File: src/rtl/collatz_engine.sv
// Collatz step counter kernel: start/busy/finish handshake, 2-stage loop body at II=2, step-limit and
// 3n+1 overflow detection. Define COLLATZ_PEAK_EN to add the ret_peak output (peak value tracking).
module collatz_engine #(
  parameter int WIDTH     = 32,
  parameter int STEP_W    = 16,
  parameter int MAX_STEPS = 1000
) (
  input  logic              clk,
  input  logic              rst_n,
  input  logic              start,
  input  logic [WIDTH-1:0]  n,
  output logic              busy,
  output logic              finish,
  output logic [STEP_W-1:0] ret_steps,
  output logic [1:0]        ret_err
`ifdef COLLATZ_PEAK_EN
  ,
  output logic [WIDTH-1:0]  ret_peak
`endif
);

  typedef enum logic [2:0] {IDLE, INIT, LOOP, EXIT, DONE} state_t;

  localparam logic [STEP_W-1:0] MAX_C = STEP_W'(MAX_STEPS);
  localparam logic [WIDTH-1:0]  ONE   = WIDTH'(1);
  localparam logic [WIDTH+1:0]  ONE_X = (WIDTH+2)'(1);

  state_t             state_q, state_d;
  logic [WIDTH-1:0]   n_q, n_d;
  logic [WIDTH-1:0]   cur_q, cur_d;
  logic [STEP_W-1:0]  step_q, step_d;
  logic               s0_en_q, s0_en_d;
  logic               s1_en_q, s1_en_d;
  logic               flush_q, flush_d;
  logic [1:0]         err_q, err_d;
  logic [WIDTH-1:0]   half_q, half_d;
  logic [WIDTH-1:0]   triple_lo_q, triple_lo_d;
  logic               odd_q, odd_d;
  logic [STEP_W-1:0]  step_inc_q, step_inc_d;
  logic [STEP_W-1:0]  ret_steps_q, ret_steps_d;
  logic [1:0]         ret_err_q, ret_err_d;

  logic [WIDTH+1:0]   triple_c;
  logic [WIDTH-1:0]   cur_new_c;
  logic               test_c, cont_c, ovf_c;

  assign triple_c  = ({2'b00, cur_q} << 1) + {2'b00, cur_q} + ONE_X;
  assign ovf_c     = cur_q[0] && (triple_c[WIDTH+1:WIDTH] != 2'b00);
  assign test_c    = (cur_q > ONE) && (step_q < MAX_C);
  assign cur_new_c = odd_q ? triple_lo_q : half_q;
  // Stage1 also evaluates the next while-test so a normal exit retires without a bubble cycle.
  assign cont_c    = (cur_new_c > ONE) && (step_inc_q < MAX_C);

  always_comb begin
    state_d     = state_q;
    n_d         = n_q;
    cur_d       = cur_q;
    step_d      = step_q;
    s0_en_d     = s0_en_q;
    s1_en_d     = s1_en_q;
    flush_d     = flush_q;
    err_d       = err_q;
    half_d      = half_q;
    triple_lo_d = triple_lo_q;
    odd_d       = odd_q;
    step_inc_d  = step_inc_q;
    ret_steps_d = ret_steps_q;
    ret_err_d   = ret_err_q;
    case (state_q)
      IDLE: begin
        if (start) begin
          n_d     = n;
          state_d = INIT;
        end
      end
      INIT: begin
        cur_d   = n_q;
        step_d  = '0;
        flush_d = 1'b0;
        err_d   = 2'b00;
        s1_en_d = 1'b0;
        s0_en_d = (n_q > ONE);
        state_d = (n_q > ONE) ? LOOP : EXIT;
      end
      LOOP: begin
        if (s0_en_q) begin
          s0_en_d = 1'b0;
          if (!test_c) begin
            flush_d  = 1'b1;
            err_d[1] = (cur_q > ONE);
          end else if (ovf_c) begin
            // Squash this iteration: cur and step keep their pre-iteration values.
            flush_d  = 1'b1;
            err_d[0] = 1'b1;
          end else begin
            half_d      = cur_q >> 1;
            triple_lo_d = triple_c[WIDTH-1:0];
            odd_d       = cur_q[0];
            step_inc_d  = step_q + STEP_W'(1);
            s1_en_d     = 1'b1;
          end
        end
        if (s1_en_q) begin
          s1_en_d = 1'b0;
          cur_d   = cur_new_c;
          step_d  = step_inc_q;
          if (cont_c) begin
            s0_en_d = 1'b1;
          end else begin
            flush_d  = 1'b1;
            err_d[1] = (cur_new_c > ONE);
            state_d  = EXIT;
          end
        end
        if (flush_q && !s0_en_q && !s1_en_q) begin
          state_d = EXIT;
        end
      end
      EXIT: begin
        ret_steps_d = step_q;
        ret_err_d   = err_q;
        state_d     = DONE;
      end
      DONE: begin
        state_d = IDLE;
      end
      default: begin
        state_d = IDLE;
      end
    endcase
  end

  always_ff @(posedge clk) begin
    if (!rst_n) begin
      state_q     <= IDLE;
      n_q         <= '0;
      cur_q       <= '0;
      step_q      <= '0;
      s0_en_q     <= 1'b0;
      s1_en_q     <= 1'b0;
      flush_q     <= 1'b0;
      err_q       <= 2'b00;
      half_q      <= '0;
      triple_lo_q <= '0;
      odd_q       <= 1'b0;
      step_inc_q  <= '0;
      ret_steps_q <= '0;
      ret_err_q   <= 2'b00;
    end else begin
      state_q     <= state_d;
      n_q         <= n_d;
      cur_q       <= cur_d;
      step_q      <= step_d;
      s0_en_q     <= s0_en_d;
      s1_en_q     <= s1_en_d;
      flush_q     <= flush_d;
      err_q       <= err_d;
      half_q      <= half_d;
      triple_lo_q <= triple_lo_d;
      odd_q       <= odd_d;
      step_inc_q  <= step_inc_d;
      ret_steps_q <= ret_steps_d;
      ret_err_q   <= ret_err_d;
    end
  end

  assign busy      = (state_q != IDLE);
  assign finish    = (state_q == DONE);
  assign ret_steps = ret_steps_q;
  assign ret_err   = ret_err_q;

`ifdef COLLATZ_PEAK_EN
  logic [WIDTH-1:0] peak_q, peak_d;
  logic [WIDTH-1:0] ret_peak_q, ret_peak_d;

  always_comb begin
    peak_d     = peak_q;
    ret_peak_d = ret_peak_q;
    if (state_q == INIT) begin
      peak_d = n_q;
    end else if ((state_q == LOOP) && s1_en_q && (cur_new_c > peak_q)) begin
      peak_d = cur_new_c;
    end
    if (state_q == EXIT) begin
      ret_peak_d = peak_q;
    end
  end

  always_ff @(posedge clk) begin
    if (!rst_n) begin
      peak_q     <= '0;
      ret_peak_q <= '0;
    end else begin
      peak_q     <= peak_d;
      ret_peak_q <= ret_peak_d;
    end
  end

  assign ret_peak = ret_peak_q;
`endif

endmodule

File: config.mk
export PLATFORM = sky130hd
export DESIGN_NAME = collatz_engine
export DESIGN_NICKNAME = d
export VERILOG_FILES = /design/src/rtl/collatz_engine.sv
export SDC_FILE = /design/constraint.sdc
export NUM_CORES = 1
export LEC_CHECK = 0
export ABC_AREA = 1
export CAP_MARGIN = 20
export CORE_UTILIZATION = 65
export DETAILED_ROUTE_END_ITERATION = 10
export PLACE_DENSITY = 0.87
export SETUP_SLACK_MARGIN = 0.3
export SYNTH_ARGS = -nofsm -noshare
export SYNTH_HDL_FRONTEND = slang
export SYNTH_SLANG_ARGS = --single-unit
File: constraint.sdc
create_clock -name clk -period 5.5 [get_ports clk]
set_clock_uncertainty 0.1 [all_clocks]
set_input_delay 1.375 -clock clk [delete_from_list [all_inputs] [get_ports clk]]
set_output_delay 1.375 -clock clk [all_outputs]
set_load 0.01 [all_outputs]
[Word-level counts from Yosys, hierarchy flattened]
Cells that the tools add are included.
Word-level totals
  output and inout port bits: 20
  input port bits: 35
  register bits after elaboration: 186
Operators by class
  bitwise logic cells: 1
  $add $sub $neg: 3
  $lt $le $gt $ge: 5
  eq/ne operators: 11
  muxes and demuxes: 32
  reductions and logical operators: 16
Operators with widths (count)
  greater-than comparator 32 x 1 -> 1 bit (second input constant): 3
  two-way mux 32 bit: 2
  one-hot mux 32 bit (2 select lines): 1
  adder 33 x 32 -> 34 bit: 1
  adder 34 x 1 -> 34 bit (second input constant): 1
  less-than comparator 16 x 10 -> 1 bit (second input constant): 2
  one-hot mux 16 bit (2 select lines): 1
  two-way mux 1 bit: 17
  adder 16 x 1 -> 16 bit (second input constant): 1
  two-way mux 16 bit: 1
  two-way mux 3 bit: 4
  one-hot mux 3 bit (4 select lines): 1
  != test 2 bit (second input constant): 5
  AND reduction 4 bit: 2
  == test 3 x 2 -> 1 bit (second input constant): 2
  != test 3 bit (second input constant): 2
  one-hot mux 1 bit (2 select lines): 3
  logical AND 1 bit: 5
  one-hot mux 2 bit (2 select lines): 1
  AND reduction 2 bit: 2
  nonzero test 2 bit: 2
  == test 3 x 1 -> 1 bit (second input constant): 1
  == test 3 bit (second input constant): 1
  zero test 3 bit: 1
  5 further kinds: 6

[Depth between registers and ports, before layout]
  depth in word-level cells: 10
  depth in mapped cells: 22
  gate-level depth less buffers: 21

[Worst setup path after synthesis]
No wires, ideal clock.
  path type: input to register
  start point: input port rst_n
  end point: register cur_q[10]
  setup time: 70 ps
  stages on the path: 5
  arrival: 2316 ps
  path slack: 3014 ps
  cell sequence: clkbuf_1 -> clkbuf_1 -> clkbuf_1 -> o21ai_0 -> a21oi_1
RTL lines
  start: declaration: RTL line 9  | input logic rst_n,
  end signal: assignment: RTL line 152  | cur_q <= cur_d;
  end: declaration: RTL line 30  | logic [WIDTH-1:0] cur_q, cur_d;

[Worst setup path in the final report]
  start point: register cur_q[10]
  end point: register half_q[4]
On the way
  longest elaborated chain between the ends: 6
  elaborated cells between the ends (all ways): 8
  classes of those cells: add/sub (2); order compare (1); bitwise (1); reduce/logical (4)
Ends and longest elaborated chain
  adder 33 x 32 -> 34 bit: RTL line 47  | assign triple_c = ({2'b00, cur_q} << 1) + {2'b00, cur_q} + ONE_X;
  adder 34 x 1 -> 34 bit: RTL line 47
  nonzero test 2 bit: RTL line 48  | assign ovf_c = cur_q[0] && (triple_c[WIDTH+1:WIDTH] != 2'b00);
  logical AND 1 bit: RTL line 48
  inverter 1 bit (no line)
  AND reduction 4 bit (no line) *
  end signal: assignment: RTL line 158  | half_q <= half_d;
  end: declaration: RTL line 36  | logic [WIDTH-1:0] half_q, half_d;
Mark *: on every way between the ends. The rest lies on a longest branch, timed or not.
A chain may end at the register's enable or synchronous reset.

==> impl_results.md <==
- Vias post-DR: 9,216
- Share of cells above drive strength 1: 3.81%
- Vias in the first global route: 8,748
- DPL Wire Length: 17,300 um
- CTS Hold Bufs: 0
- Cts repair resizes: 0
- # diodes: 0
- Routed wire per std cell: 15.5 um
- Grt total ovfl: 0
- Total GRT Usage: 31.8%
- Via density: 5.76
- Placeable Area: 0.0146 mm^2
- Initial Util: 66.7%
- Die span in y: 124 um
- Crit Path Category: reg2reg
- CTS H-tree depth: 4
- Crit-path max FO: 77
- LEAKAGE: 4.61 nW
- Initial DRC count: 813
- Max-Cap Viols: 0
- Sw frac: 36.5%
- Sequential area share after synthesis: 38.3%
- Area contributors post-synth: dfxtp_1 38%, o21ai_0 9.9%, a21oi_1 9.1%
- Total negative slack: 0 ps
- Sequential Power Share: 42.0%
- Fmax: 259 MHz
- Crit end category: flop
- Synth Net Count: 1,483
- Synth-to-Final Area Change: 11.3%
- Final Hold Viols: 0
- CTS Buf Count: 17
- CTS tree: built
- Die area: 0.0155 mm^2
- Clock Power Share: 29.9%
- WP data required: 5770 ps
- Worst relative slew slack: 35.6%
- Clock Path Buffers: 2
- Peak supply drop: 0.361 mV
- WP buf/inv: 2
- Initial antenna violation count: 0
- Synth top area share: 38.3%
- Dpl ws: 1670 ps
- Setup Fix Bufs, Post-CTS: 0
- Final period util: 70.3%
- CP delay by family, top: simple AND/OR/NAND/NOR gates
- Die width: 124 um
- Drt first pass iters: 5
- Min Hold Slack: 351 ps
- RSZ-0062 raised after global routing: false
- CTS Sinks: 186
- CP peak stage delay: 790 ps
- CP Cell Sequence: inv_1 > ha_1 > a21oi_1 > nand2_1 > a21oi_1 > nand2_2 > nand2_2 > nand3_1 > nand2_1 > nand2_1 > nand2_2 > nand3_4 > inv_2 > o21ai_0 > nor2_1
- Port bufs: 54
- Status: completed
- Critical path's slowest cell: inv_2
- Final WS setup: 1630 ps
- Switching pwr: 0.00143 W
- DRC violations left: 0
- Yosys warning total: 0
- DRT antenna net count: 0
- Rows: 44
- Mapped cell area: 0.00973 mm^2
- Hold Path Class: reg2reg
- CTS Root Buffer Type: clkbuf_16
- IO Count: 55
- Combinational Power Share: 28.1%
- Arr. time, crit path: 4130 ps
- Area leader, netlist: dfxtp_1
- Slew @ Worst Pin: 963 ps
- Max Slew Vio Count: 0
- Clock latency on the worst-skew pair: 430 ps
- Nets: 1,494
- FF+latch count, synth: 186
- Netlist cell types: 41
- Final WL: 24,800 um
- First-pass GRT wire length: 40,500 um
- Clk slew on worst S/H paths: 80 ps
- # setup viols final: 0
- Startpoint types: flop
- Largest net degree at the start of global routing: 107
- Routability cong.: 0.954
- Avg Cell Area, Syn: 6.99 um^2
- Post-Synthesis Cells: 1,392
- Internal: 0.00249 W
- Minimum clock period: 3870 ps
- Cell Pwr Density: 362 mW/mm^2
==> power groups by stage <==
stage	logic [W]	registers, W	clock network [W]
after floorplan	0.000799	0.00161	0
after global placement	0.00104	0.00167	0
after detailed placement	0.00106	0.00167	0
after CTS	0.00108	0.00164	0.00118
after global routing	0.00123	0.00166	0.00124
final	0.00110	0.00165	0.00117
==> cell usage in the layout, fill, tap and decap left out, drive strengths merged, types with 2 or more instances in the layout <==
cell type / Yosys / routed
nor3b: 2 / 2
nand3b: 3 / 3
xor2: 24 / 24
clkdlybuf4s50: 0 / 53
nand4: 15 / 15
nor4: 9 / 9
nand2: 232 / 232
buf: 20 / 7
clkbuf: 48 / 18
o21ai: 202 / 202
clkinv: 2 / 8
nor2: 174 / 174
nor3: 14 / 14
and3: 5 / 5
a21oi: 177 / 177
o21bai: 4 / 4
dfxtp: 186 / 186
a31oi: 15 / 15
inv: 158 / 165
xnor2: 12 / 12
nand3: 20 / 20
a21o: 5 / 5
ha: 55 / 55
==> kinds of logic after synthesis <==
family | Yosys count | synth area share [%]
compound gates | 410 | 21.7
simple gates | 476 | 20.2
xor+xnor | 36 | 3.24
fa+ha+maj | 56 | 7.28
buf+inv | 228 | 9.24
flops | 186 | 38.3
==> worst min-delay path: stages (launching register included) <==
cell     delay, ps
dfxtp_1        310
inv_1           50
a21oi_1         50
==> synthesized netlist by cell type <==
| library cell | instances |
|---|---|
| buf_8 | 1 |
| o21ai_0 | 192 |
| buf_2 | 13 |
| nor3b_2 | 1 |
| nor2_1 | 171 |
| ha_1 | 55 |
| dfxtp_1 | 186 |
| inv_2 | 1 |
| nor3b_1 | 1 |
| nand2_2 | 6 |
| xor2_1 | 24 |
| nor3_1 | 14 |
| a211oi_1 | 1 |
| o211ai_1 | 1 |
| o21bai_1 | 4 |
| nand3_1 | 19 |
| nand4_1 | 15 |
| a21oi_1 | 177 |
| a221oi_1 | 1 |
| o21a_1 | 1 |
| a21boi_0 | 1 |
| buf_1 | 4 |
| nor4_1 | 9 |
| clkbuf_1 | 48 |
| o21ai_1 | 10 |
| nand2_1 | 226 |
| nor4b_1 | 1 |
| a31oi_1 | 15 |
| a21o_1 | 5 |
| buf_6 | 2 |
| nand3b_1 | 3 |
| a41oi_1 | 1 |
| xnor2_1 | 12 |
| nand3_4 | 1 |
| or2_2 | 1 |
| and3_1 | 5 |
| fa_1 | 1 |
| nor2_2 | 3 |
| inv_1 | 157 |
| clkinv_1 | 2 |
| o22ai_1 | 1 |
==> final timing paths <==
check / slack, ps / cells after the start / to / start
max reg2reg: 1630 / 15 / half_q[4] / cur_q[10]
min: 350 / 2 / step_inc_q[2] / step_inc_q[2]
max: 1630 / 15 / half_q[4] / cur_q[10]
min reg2reg: 350 / 2 / step_inc_q[2] / step_inc_q[2]
==> per-layer routing <==
metal  track usage (%)  part of all wire (%)  vias up
li1                  -                     -     4587
met1              36.7                    40     4212
met2              56.7                    50      333
met3              4.04                   4.8       84
met4              17.9                   4.7        0
met5                 0                     0        -
==> registers in the layout (all words and copies together), names as in the netlist, 2 cells and up <==
register     cells
n_q             32
ret_steps       16
ret_err          2
triple_lo_q     32
state_q          3
err_q            2
step_inc_q      16
step_q          16
cur_q           32
half_q          31
==> stage by stage <==
step | util, % | power, W | cells | instance area (um^2)
final | 74.2 | 0.00392 | 1600 | 10800
after global routing | 74.2 | 0.00412 | 1600 | 10800
after CTS | 74.1 | 0.00390 | 1599 | 10800
after detailed placement | 70.2 | 0.00273 | 1567 | 10200
after global placement | 70.2 | 0.00270 | 1567 | 10200
after floorplan | - | 0.00241 | 1392 | 9730
==> layout make-up <==
class,count,area [um^2]
Clock buffer,18,439
Clock inverter,14,128
Fill cell,1142,3760
Inverter,160,601
Multi-Input combinational cell,978,5110
Sequential cell,186,3720
Tap cell,184,230
Timing Repair Buffer,60,596
(Power assumes the default switching activity.)
